[config.mk]
export PLATFORM = sky130hd
export DESIGN_NAME = gpio_ext
export DESIGN_NICKNAME = d
export VERILOG_FILES = /design/src/rtl/gpio_ext_pkg.sv /design/src/rtl/gpio_debounce.sv /design/src/rtl/sync_edge.sv /design/src/rtl/gpio_ext.sv
export SDC_FILE = /design/constraint.sdc
export NUM_CORES = 1
export LEC_CHECK = 0
export CAP_MARGIN = 30
export CORE_UTILIZATION = 50
export CTS_CLUSTER_DIAMETER = 200
export DETAILED_ROUTE_END_ITERATION = 8
export HOLD_SLACK_MARGIN = 0.03
export PLACE_DENSITY_LB_ADDON = 0.1
export SETUP_SLACK_MARGIN = 0.02
export SLEW_MARGIN = 15
export SYNTH_ARGS = -nofsm -noshare
export SYNTH_HDL_FRONTEND = slang
export SYNTH_SLANG_ARGS = --single-unit
[constraint.sdc]
create_clock -name clk -period 4.34 [get_ports clk]
set_input_delay 0.868 -clock clk [delete_from_list [all_inputs] [get_ports clk]]
set_output_delay 0.868 -clock clk [all_outputs]
set_load 0.01 [all_outputs]
[src/rtl/gpio_ext_pkg.sv]
// Shared constants for the 16-pin CSR-mapped GPIO controller:
// register offsets, interrupt mode encodings and field widths.
package gpio_ext_pkg;

  localparam int unsigned MAX_GPIOS  = 16;
  localparam int unsigned DEBOUNCE_W = 8;
  localparam int unsigned CSR_AW     = 5;
  localparam int unsigned CSR_DW     = 8;
  localparam int unsigned OFF_W      = 4;

  localparam logic [OFF_W-1:0] GPIO_DIR_LO   = 4'h0;
  localparam logic [OFF_W-1:0] GPIO_DIR_HI   = 4'h1;
  localparam logic [OFF_W-1:0] GPIO_OUT_LO   = 4'h2;
  localparam logic [OFF_W-1:0] GPIO_OUT_HI   = 4'h3;
  localparam logic [OFF_W-1:0] GPIO_IN_LO    = 4'h4;
  localparam logic [OFF_W-1:0] GPIO_IN_HI    = 4'h5;
  localparam logic [OFF_W-1:0] GPIO_IE_LO    = 4'h6;
  localparam logic [OFF_W-1:0] GPIO_IE_HI    = 4'h7;
  localparam logic [OFF_W-1:0] GPIO_IP_LO    = 4'h8;
  localparam logic [OFF_W-1:0] GPIO_IP_HI    = 4'h9;
  localparam logic [OFF_W-1:0] GPIO_IMODE_0  = 4'hA;
  localparam logic [OFF_W-1:0] GPIO_IMODE_1  = 4'hB;
  localparam logic [OFF_W-1:0] GPIO_IMODE_2  = 4'hC;
  localparam logic [OFF_W-1:0] GPIO_IMODE_3  = 4'hD;
  localparam logic [OFF_W-1:0] GPIO_DEBOUNCE = 4'hE;

  typedef enum logic [1:0] {
    IMODE_BOTH  = 2'b00,
    IMODE_RISE  = 2'b01,
    IMODE_FALL  = 2'b10,
    IMODE_LEVEL = 2'b11
  } imode_e;

  // One-hot-per-implemented-pin mask, 1 bit per pin.
  function automatic logic [MAX_GPIOS-1:0] pin_mask(input int unsigned n);
    logic [MAX_GPIOS-1:0] m;
    m = '0;
    for (int unsigned i = 0; i < MAX_GPIOS; i++) m[i] = (i < n);
    return m;
  endfunction

  // Same mask spread over the 2-bit-per-pin IMODE field.
  function automatic logic [2*MAX_GPIOS-1:0] imode_mask(input int unsigned n);
    logic [2*MAX_GPIOS-1:0] m;
    m = '0;
    for (int unsigned i = 0; i < MAX_GPIOS; i++) m[2*i +: 2] = (i < n) ? 2'b11 : 2'b00;
    return m;
  endfunction

endpackage

[src/rtl/gpio_debounce.sv]
// Single-pin debounce: filtered follows in_sync after limit+1 stable cycles.
module gpio_debounce
  import gpio_ext_pkg::*;
(
  input  logic                  clk,
  input  logic                  rst,
  input  logic                  in_sync,
  input  logic [DEBOUNCE_W-1:0] limit,
  output logic                  filtered,
  output logic                  toggle_c
);

  logic [DEBOUNCE_W-1:0] cnt;
  logic                  mismatch;

  assign mismatch = in_sync ^ filtered;
  // >= so that shrinking the limit mid-count fires on the next edge
  assign toggle_c = mismatch && (cnt >= limit);

  always_ff @(posedge clk) begin
    if (rst) begin
      cnt      <= '0;
      filtered <= 1'b0;
    end else if (toggle_c) begin
      cnt      <= '0;
      filtered <= ~filtered;
    end else if (mismatch) begin
      cnt      <= cnt + DEBOUNCE_W'(1);
    end else begin
      cnt      <= '0;
    end
  end

endmodule

[src/rtl/sync_edge.sv]
// Two-flop synchroniser for asynchronous pin inputs.
module sync_edge #(
  parameter int unsigned W = 1
) (
  input  logic         clk,
  input  logic         rst,
  input  logic [W-1:0] in,
  output logic [W-1:0] out
);

  logic [W-1:0] meta;

  always_ff @(posedge clk) begin
    if (rst) begin
      meta <= '0;
      out  <= '0;
    end else begin
      meta <= in;
      out  <= meta;
    end
  end

endmodule

[src/rtl/gpio_ext.sv]
// 16-pin GPIO controller on the 8-bit CSR bus: direction/output registers,
// debounced inputs, per-pin edge/level interrupts with W1C pending bits.
module gpio_ext
  import gpio_ext_pkg::*;
#(
  parameter logic [CSR_AW-1:0]    BASE_ADDR = 5'h0,
  parameter int unsigned          NUM_GPIOS = 16,
  parameter logic [NUM_GPIOS-1:0] DFL_STATE = '0,
  parameter logic [NUM_GPIOS-1:0] DFL_OE    = '0
) (
  input  logic                 clk,
  input  logic                 rst,
  input  logic [CSR_AW-1:0]    csr_a,
  input  logic [CSR_DW-1:0]    csr_di,
  input  logic                 csr_we,
  output logic [CSR_DW-1:0]    csr_do,
  input  logic [NUM_GPIOS-1:0] in,
  output logic [NUM_GPIOS-1:0] out,
  output logic [NUM_GPIOS-1:0] oe,
  output logic                 irq
);

  localparam logic [MAX_GPIOS-1:0]   PIN_MASK   = pin_mask(NUM_GPIOS);
  localparam logic [2*MAX_GPIOS-1:0] IMODE_MASK = imode_mask(NUM_GPIOS);

  logic [MAX_GPIOS-1:0]   dir_q, out_q, ie_q, ip_q;
  logic [MAX_GPIOS-1:0]   dir_n, out_n, ie_n, ip_n;
  logic [2*MAX_GPIOS-1:0] imode_q, imode_n;
  logic [DEBOUNCE_W-1:0]  deb_q, deb_n, deb_lim;
  logic                   irq_q;

  logic [NUM_GPIOS-1:0]   in_sync, filtered, toggle, ev;
  logic [MAX_GPIOS-1:0]   filt16, ev16;

  logic [CSR_AW:0]        diff;
  logic [OFF_W-1:0]       off;
  logic                   in_win, wr;
  logic [CSR_DW-1:0]      rd;

  // Window decode: offset 0..E above BASE_ADDR
  assign diff   = {1'b0, csr_a} - {1'b0, BASE_ADDR};
  assign off    = diff[OFF_W-1:0];
  assign in_win = ~diff[CSR_AW] & ~diff[CSR_AW-1] & (off != 4'hF);
  assign wr     = csr_we & in_win;

  assign deb_lim = (deb_q == '0) ? '0 : deb_q - DEBOUNCE_W'(1);

  sync_edge #(.W(NUM_GPIOS)) u_sync (
    .clk (clk),
    .rst (rst),
    .in  (in),
    .out (in_sync)
  );

  for (genvar i = 0; i < NUM_GPIOS; i++) begin : g_pin
    gpio_debounce u_deb (
      .clk      (clk),
      .rst      (rst),
      .in_sync  (in_sync[i]),
      .limit    (deb_lim),
      .filtered (filtered[i]),
      .toggle_c (toggle[i])
    );

    // Event strobe; level mode pends every cycle the filtered value is high
    assign ev[i] = (imode_q[2*i +: 2] == IMODE_LEVEL) ? filtered[i] :
                   toggle[i] & ((imode_q[2*i +: 2] == IMODE_BOTH) |
                                ((imode_q[2*i +: 2] == IMODE_RISE) & ~filtered[i]) |
                                ((imode_q[2*i +: 2] == IMODE_FALL) &  filtered[i]));
  end

  assign filt16 = MAX_GPIOS'(filtered);
  assign ev16   = MAX_GPIOS'(ev);

  // Next-state for all CSRs; events are ORed after the W1C so set wins
  always_comb begin
    dir_n   = dir_q;
    out_n   = out_q;
    ie_n    = ie_q;
    ip_n    = ip_q;
    imode_n = imode_q;
    deb_n   = deb_q;
    if (wr) begin
      unique case (off)
        GPIO_DIR_LO:   dir_n[7:0]     = csr_di;
        GPIO_DIR_HI:   dir_n[15:8]    = csr_di;
        GPIO_OUT_LO:   out_n[7:0]     = csr_di;
        GPIO_OUT_HI:   out_n[15:8]    = csr_di;
        GPIO_IE_LO:    ie_n[7:0]      = csr_di;
        GPIO_IE_HI:    ie_n[15:8]     = csr_di;
        GPIO_IP_LO:    ip_n[7:0]      = ip_q[7:0] & ~csr_di;
        GPIO_IP_HI:    ip_n[15:8]     = ip_q[15:8] & ~csr_di;
        GPIO_IMODE_0:  imode_n[7:0]   = csr_di;
        GPIO_IMODE_1:  imode_n[15:8]  = csr_di;
        GPIO_IMODE_2:  imode_n[23:16] = csr_di;
        GPIO_IMODE_3:  imode_n[31:24] = csr_di;
        GPIO_DEBOUNCE: deb_n          = csr_di;
        default: ;
      endcase
    end
    ip_n    = (ip_n | ev16) & PIN_MASK;
    dir_n   = dir_n & PIN_MASK;
    out_n   = out_n & PIN_MASK;
    ie_n    = ie_n & PIN_MASK;
    imode_n = imode_n & IMODE_MASK;
  end

  always_ff @(posedge clk) begin
    if (rst) begin
      dir_q   <= MAX_GPIOS'(DFL_OE);
      out_q   <= MAX_GPIOS'(DFL_STATE);
      ie_q    <= '0;
      ip_q    <= '0;
      imode_q <= '0;
      deb_q   <= '0;
      irq_q   <= 1'b0;
    end else begin
      dir_q   <= dir_n;
      out_q   <= out_n;
      ie_q    <= ie_n;
      ip_q    <= ip_n;
      imode_q <= imode_n;
      deb_q   <= deb_n;
      irq_q   <= |(ip_n & ie_n);
    end
  end

  // Combinational read mux, zero outside the window
  always_comb begin
    rd = '0;
    unique case (off)
      GPIO_DIR_LO:   rd = dir_q[7:0];
      GPIO_DIR_HI:   rd = dir_q[15:8];
      GPIO_OUT_LO:   rd = out_q[7:0];
      GPIO_OUT_HI:   rd = out_q[15:8];
      GPIO_IN_LO:    rd = filt16[7:0];
      GPIO_IN_HI:    rd = filt16[15:8];
      GPIO_IE_LO:    rd = ie_q[7:0];
      GPIO_IE_HI:    rd = ie_q[15:8];
      GPIO_IP_LO:    rd = ip_q[7:0];
      GPIO_IP_HI:    rd = ip_q[15:8];
      GPIO_IMODE_0:  rd = imode_q[7:0];
      GPIO_IMODE_1:  rd = imode_q[15:8];
      GPIO_IMODE_2:  rd = imode_q[23:16];
      GPIO_IMODE_3:  rd = imode_q[31:24];
      GPIO_DEBOUNCE: rd = deb_q;
      default:       rd = '0;
    endcase
  end

  assign csr_do = in_win ? rd : '0;
  assign oe     = dir_q[NUM_GPIOS-1:0];
  assign out    = out_q[NUM_GPIOS-1:0];
  assign irq    = irq_q;

endmodule
==> impl_metrics.env, run 1 <==
export IMPL_hold_path_class="reg2reg"
export IMPL_clock_tree_root_cell="clkbuf_16"
export IMPL_routed_wl_um=41700
export IMPL_drc_errors=0
export IMPL_crit_type="in2out"
export IMPL_p_leak_uw=0.00689
export IMPL_cp_end_kind="output port"
export IMPL_core_area_mm2=0.0287
export IMPL_cts_sinks=281
export IMPL_insertion_delay_ns=0.51
export IMPL_area_delta_synth_final_pct=18.7
export IMPL_critPathArrivalTime_ns=3.32
export IMPL_row_count=62
export IMPL_numCtsBuffers=34
export IMPL_pre_cts_slack_ns=0.183
export IMPL_die_height_um=173
export IMPL_grt_start_max_net_pins=93
export IMPL_async_flop_share_pct=0
export IMPL_worst_path_max_fanout=33
export IMPL_synthXorXnorAreaFrac_pct=6.17
export IMPL_yosysTopAreaCell="dfxtp_1"
export IMPL_hold_violations=0
export IMPL_finalSetupViolations=0
export IMPL_grt_overflow=0
export IMPL_required_ns=3.47
export IMPL_grt_usage_pct=28.0
export IMPL_setup_tns_ns=0
export IMPL_synth_top_flop_cell="dfxtp_1"
export IMPL_rsz0062_at_grt="no"
export IMPL_ys_seq_area_share_pct=38.5
export IMPL_grt_pass1_wl_um=65900
export IMPL_synth_area_top_cells="dfxtp_1, ha_1, nor2_1"
export IMPL_slew_violations=0
export IMPL_nets=1942
export IMPL_finalClockSkew_ns=0.0150
export IMPL_clk_pin_slew_ns=0.06
export IMPL_layout_drive_gt1_share_pct=8.39
export IMPL_fp_dieW_um=173
export IMPL_netlist_instances=1658
export IMPL_outcome="complete, no violations"
export IMPL_synth_fa_ha_area_share_pct=12.4
export IMPL_vias=12174
export IMPL_fmax_mhz=239
export IMPL_htree_levels=2
export IMPL_antenna_found_initial=0
export IMPL_place_area_mm2=0.0161
export IMPL_synth_fp_nets=1835
export IMPL_muxShareOfSynthArea_pct=7.18
export IMPL_netlist_area_mm2=0.0146
export IMPL_drv_cap=0
export IMPL_ys_warnings_count=0
export IMPL_antenna_cells=0
export IMPL_cts_tree="yes"
export IMPL_firstDrtPassIters=5
export IMPL_wl_per_cell_um=19.2
export IMPL_ir_worst_vdd_uv=369
export IMPL_die_area_mm2=0.0299
export IMPL_grt_pass1_vias=11668
export IMPL_cts_hold_buf=0
export IMPL_worstSetupStartpointType="input pin"
export IMPL_power_density_mw_per_mm2=368
export IMPL_start_util_pct=50.9
export IMPL_ys_seq_elements=281
export IMPL_synth_edf_count=0
export IMPL_clockBufferDepth=3
export IMPL_via_per_inst=5.60
export IMPL_cts_resized=0
export IMPL_io_pins=73
export IMPL_register_area_mm2=0.00563
export IMPL_period_needed_ns=4.19
export IMPL_fin_area_mm2=0.0173
export IMPL_tightestPinTransition_ns=0.734
export IMPL_slew_headroom_pct=51.1
export IMPL_cts_setup_buffers=0
export IMPL_io_buffers=72
export IMPL_synth_cell_type_count=64
export IMPL_yosys_area_top_type_share_pct=38.5
export IMPL_synth_top_family_by_area="simple AND/OR/NAND/NOR gates"
export IMPL_total_power_uw=6380
export IMPL_avgSynthCellArea_um2=8.81
export IMPL_post_route_period_util_pct=96.5
export IMPL_first_iter_violations=715
export IMPL_ant_nets=0
export IMPL_hold_slack_ns=0.431
export IMPL_nFillCells=2594
export IMPL_synth_compound_area_share_pct=12.0
export IMPL_dp_hpwl_um=30600
export IMPL_setup_ws_ns=0.153
export IMPL_multiInputGateArea_mm2=0.00868
export IMPL_routabilityCongestion=0.956
export IMPL_synth_simple_gate_area_share_pct=21.5
==> cell type report <==
type,count,area share (%)
Clock buffer,52,6.18
Multi-Input combinational cell,1295,50.1
Tap cell,384,2.77
Sequential cell,281,32.4
Timing Repair Buffer,131,7.09
Inverter,22,0.476
Clock inverter,7,0.945
==> power breakdown <==
part	total (uW)	internal (uW)	leakage [uW]	switching [uW]
Clock	3090	1990	0.000606	1100
Sequential	2680	2630	0.00227	50.0
Combinational	609	260	0.00401	349
Total	6380	4880	0.00689	1500
==> metal layers <==
layer	track usage (%)	share of wire (%)	up-vias
li1	-	-	6051
met4	10.8	3.2	0
met2	44.2	44	313
met1	38.3	47	5729
met5	0	0	-
met3	4.75	5.2	81
==> sequential cells by signal, indices dropped and copies added (netlist names) <==
name                  flops
g_pin.u_deb.cnt         128
ie_q                     16
imode_q                  32
g_pin.u_deb.filtered     16
u_sync.meta              16
out                      16
ip_q                     16
oe                       16
irq                       1
deb_q                     8
u_sync.out               16
==> critical path, stage by stage <==
cell,delay [ns]
clkdlybuf4s50_1,0.58
buf_12,0.22
nor2b_1,0.40
a221oi_1,0.16
a21oi_1,0.16
a21oi_1,0.09
a21oi_1,0.24
clkdlybuf4s50_1,0.59
==> synth_stat cells (all sizes together), types with 6 or more instances <==
master / count
mux2i: 88
nand4: 6
xnor2: 32
buf: 16
mux2: 13
a21o: 10
o22a: 14
xor2: 71
a21oi: 107
nor2b: 53
o21a: 6
dfxtp: 281
nor3: 19
o22ai: 8
ha: 145
a211oi: 15
nor2: 257
nand2b: 37
inv: 22
and3: 40
a221oi: 6
o21ai: 47
a22oi: 11
nand2: 124
nand3: 108
clkbuf: 44
nor3b: 8
a32oi: 11
==> kinds of logic after synthesis <==
logic type | after synthesis
multiplexers | 102
adder cells (fa/ha/maj) | 145
AND/OR/NAND/NOR | 671
XOR/XNOR | 103
flip-flops | 281
buffers and inverters | 82
AO/OA/AOI/OAI | 274
==> cells in the final DEF, fill, tap and decap left out, types with 10 or more instances in the layout <==
master,n
a211oi_1,15
a21o_1,10
a21oi_1,105
a22oi_1,11
a32oi_1,11
and3_1,40
buf_4,53
clkbuf_16,37
clkdlybuf4s50_1,69
dfxtp_1,281
ha_1,145
inv_1,22
mux2_2,13
mux2i_1,87
nand2_1,124
nand2b_1,37
nand3_1,107
nor2_1,256
nor2b_1,52
nor3_1,18
o21ai_0,46
o22a_1,14
xnor2_1,32
xor2_1,71
==> per-stage QoR <==
step | util, % | cells
after CTS | 60.4 | 2172
after global placement | 56.1 | 2113
after floorplan | - | 1658
final | 60.4 | 2172
after global routing | 60.4 | 2172
after detailed placement | 56.1 | 2113
==> worst paths after layout <==
check / from / endpoint / slack [ns] / cells after the start
setup reg to reg: deb_q[0] / irq / 0.27 / 16
hold reg to reg: u_sync.meta[2] / u_sync.out[2] / 0.43 / 1
hold / removal: u_sync.meta[2] / u_sync.out[2] / 0.43 / 1
setup / recovery: csr_a[1] / csr_do[2] / 0.15 / 8
(Power assumes the default switching activity.)
==> inputs of run 2 (changes only) <==
--- a/config.mk
+++ b/config.mk
@@ -5,14 +5,16 @@
 export SDC_FILE = /design/constraint.sdc
 export NUM_CORES = 1
 export LEC_CHECK = 0
+export ABC_AREA = 1
 export CAP_MARGIN = 30
 export CORE_UTILIZATION = 50
 export CTS_CLUSTER_DIAMETER = 200
 export DETAILED_ROUTE_END_ITERATION = 8
 export HOLD_SLACK_MARGIN = 0.03
 export PLACE_DENSITY_LB_ADDON = 0.1
-export SETUP_SLACK_MARGIN = 0.02
+export SETUP_SLACK_MARGIN = 0.2
 export SLEW_MARGIN = 15
 export SYNTH_ARGS = -nofsm -noshare
 export SYNTH_HDL_FRONTEND = slang
+export SYNTH_HIERARCHICAL = 1
 export SYNTH_SLANG_ARGS = --single-unit
==> run 2 against run 1 <==
Synthesized cell count is 36% higher. Via count up 16%. Critical path depth is 2 higher. Sequential share of layout area shrank 2.8 points. Cell count is 30% higher. Power increased by 11%. Die area increased by 12%. Clock power shrank 9.1%. Combinational power rose by 130%. Non-clock buffer count fell by 20. Sequential power is 7.5% higher. Core utilization is 0.97 points lower.
==> impl_metrics.env, run 2 <==
export IMPL_outcome="complete, no violations"
export IMPL_synth_edf_count=0
export IMPL_setup_tns_ns=0
export IMPL_critPathBufInv=4
export IMPL_io_pins=73
export IMPL_pwr_share_comb_pct=19.6
export IMPL_vias=14108
export IMPL_yosysTopAreaCell="dfxtp_1"
export IMPL_clockBufferDepth=3
export IMPL_clk_pin_slew_ns=0.06
export IMPL_ir_worst_vdd_uv=356
export IMPL_finalSetupViolations=0
export IMPL_synth_top_flop_cell="dfxtp_1"
export IMPL_clock_tree_root_cell="clkbuf_16"
export IMPL_worstSetupStartpointType="input pin"
export IMPL_layout_common_cells="nand2_1, inv_1, nor2_1"
export IMPL_die_height_um=183
export IMPL_async_flop_share_pct=0
export IMPL_crit_path_cell_trace="clkdlybuf4s50_1 > nor2_1 > buf_4 > nand2_1 > inv_1 > nand2_1 > nand3_1 > nor2_1 > a41oi_1 > clkdlybuf4s50_1"
export IMPL_synth_cell_type_count=36
export IMPL_row_count=65
export IMPL_grt_pass1_vias=13436
export IMPL_yosysMostFrequentCell="nand2_1"
export IMPL_layout_drive_gt1_share_pct=9.82
export IMPL_drc_errors=0
export IMPL_insertion_delay_ns=0.51
export IMPL_final_common_cell="nand2_1"
export IMPL_io_buffers=72
export IMPL_firstDrtPassIters=5
export IMPL_critPathSlowestCell="clkdlybuf4s50_1"
export IMPL_first_iter_violations=963
export IMPL_antenna_cells=0
export IMPL_avgSynthCellArea_um2=7.25
export IMPL_cts_tree="yes"
export IMPL_synth_area_top_cells="dfxtp_1, nand2_1, ha_1"
export IMPL_critical_path_top_delay_family="buffers and inverters"
export IMPL_fmax_mhz=246
export IMPL_finalClockSkew_ns=0.0152
export IMPL_numCtsBuffers=35
export IMPL_netlist_area_mm2=0.0163
export IMPL_wl_per_cell_um=15.8
export IMPL_grt_usage_pct=27.2
export IMPL_ys_seq_area_share_pct=34.4
export IMPL_hold_violations=0
export IMPL_max_flop_register="g_pin.u_deb/cnt"
export IMPL_intPower_uw=4910
export IMPL_drv_cap=0
export IMPL_grt_overflow=0
export IMPL_p_sw_uw=2170
export IMPL_dp_cells=2768
export IMPL_required_ns=3.47
export IMPL_p_leak_uw=0.00841
export IMPL_r2r_setup_slack_ns=0.52
export IMPL_critPathArrivalTime_ns=3.19
export IMPL_fin_area_mm2=0.0189
export IMPL_largest_reg_flops=128
export IMPL_routabilityCongestion=0.964
export IMPL_netSwitchingFraction_pct=30.6
export IMPL_slew_violations=0
export IMPL_nFillCells=3050
export IMPL_multiInputGateArea_mm2=0.00917
export IMPL_htree_levels=2
export IMPL_tightestPinTransition_ns=0.957
export IMPL_via_per_inst=4.99
export IMPL_clkPwrFrac_pct=39.7
export IMPL_core_area_mm2=0.0319
export IMPL_grt_start_max_net_pins=117
export IMPL_crit_type="in2out"
export IMPL_hold_path_class="reg2reg"
export IMPL_register_area_mm2=0.00563
export IMPL_power_density_mw_per_mm2=374
export IMPL_area_delta_synth_final_pct=15.9
export IMPL_place_area_mm2=0.0178
export IMPL_die_area_mm2=0.0334
export IMPL_routed_wl_um=44600
export IMPL_rsz0062_at_grt="yes"
export IMPL_cp_end_kind="output port"
export IMPL_netlist_instances=2255
export IMPL_post_route_period_util_pct=93.5
export IMPL_fp_dieW_um=183
export IMPL_cts_sinks=281
export IMPL_synth_fp_nets=2432
export IMPL_ant_nets=0
export IMPL_nets=2548
export IMPL_dp_hpwl_um=33000
export IMPL_yosys_area_top_type_share_pct=34.4
export IMPL_ys_seq_elements=281
export IMPL_ys_warnings_count=6
export IMPL_netlist_top_cells_count="nand2_1, inv_1, nor2_1, dfxtp_1, ha_1"
export IMPL_antenna_found_initial=0
export IMPL_reg_top3="g_pin.u_deb/cnt: 128 flops, imode_q: 32 flops"
export IMPL_fin_cells=2827
export IMPL_seq_power_share_pct=40.7
export IMPL_worst_path_max_fanout=7
export IMPL_grt_pass1_wl_um=71300
export IMPL_slew_headroom_pct=36.2
export IMPL_start_util_pct=51.3
export IMPL_period_needed_ns=4.06
export IMPL_cp_slowest_stage_delay_ns=0.59
## run 2: final timing paths
kind                   start              to  cells past startpoint
max                 csr_a[1]       csr_do[0]                     10
min          u_sync/meta[13]  u_sync/out[13]                      2
max reg2reg         deb_q[4]             irq                     24
min reg2reg  u_sync/meta[13]  u_sync/out[13]                      2
## run 2: area by class of cell
cell class	count	share of cell area, %
clock buffers	49	5.22
clock inverters	9	0.575
inverters	388	7.69
multi-input cells	1554	48.4
flip-flops and latches	281	29.7
well taps	435	2.87
repair buffers	111	5.57
## run 2: worst reg2reg max path, delay by kind of cell, from the launching register on
family	cells	cell delay, ns
adder cells (fa/ha/maj)	1	0.32
flip-flops	1	0.31
AND/OR/NAND/NOR	16	1.96
AO/OA/AOI/OAI	3	0.42
buffers and inverters	4	0.68
## run 2: logic make-up (layout without fill, tap and decap cells)
kind of cell / Yosys count / count (layout) / synth area share [%]
AOI/OAI and AO/OA: 226 / 226 / 8.34
and+or+nand+nor: 1069 / 1069 / 29.4
buffers and inverters: 420 / 557 / 9.90
adders and majority gates: 145 / 145 / 11.1
xor gates and xnor gates: 114 / 114 / 6.85
DFF: 281 / 281 / 34.4
## run 2: per-stage QoR
| stage | util, % | setup WS (ns) | total power (uW) | hold WS (ns) |
|---|---|---|---|---|
| finish | 59.4 | 0.280 | 7080 | 0.403 |
| global route | 59.4 | 0.162 | 7470 | 0.409 |
| CTS | 59.2 | 0.232 | 7140 | 0.404 |
| detailed placement | 55.7 | 0.107 | 4320 | 0.396 |
| global placement | 55.7 | 0.157 | 4280 | 0.395 |
| floorplan | - | 0.921 | 3870 | 0.388 |
## run 2: what timing repair did
item | CTS | global route
hold buffers | 0 | 0
buffers inserted | 0 | 1
pin swaps | 0 | 2
endpoints found under the setup margin | 5 | 9
gates resized for setup | 2 | 22
## run 2: routing by layer
metal,global-route usage (%),vias up,share of wire (%)
li1,-,7299,-
met1,36.1,6380,45
met2,45.7,350,46
met3,4.09,79,6.2
met4,8.20,0,2.8
met5,0,-,0
## run 2: power by group through the flow
stage	Clock (uW)	Combinational, uW	Sequential [uW]
floorplan	0	998	2870
global placement	0	1350	2940
detailed placement	0	1390	2930
CTS	2860	1390	2880
global route	2980	1600	2900
finish	2810	1390	2880
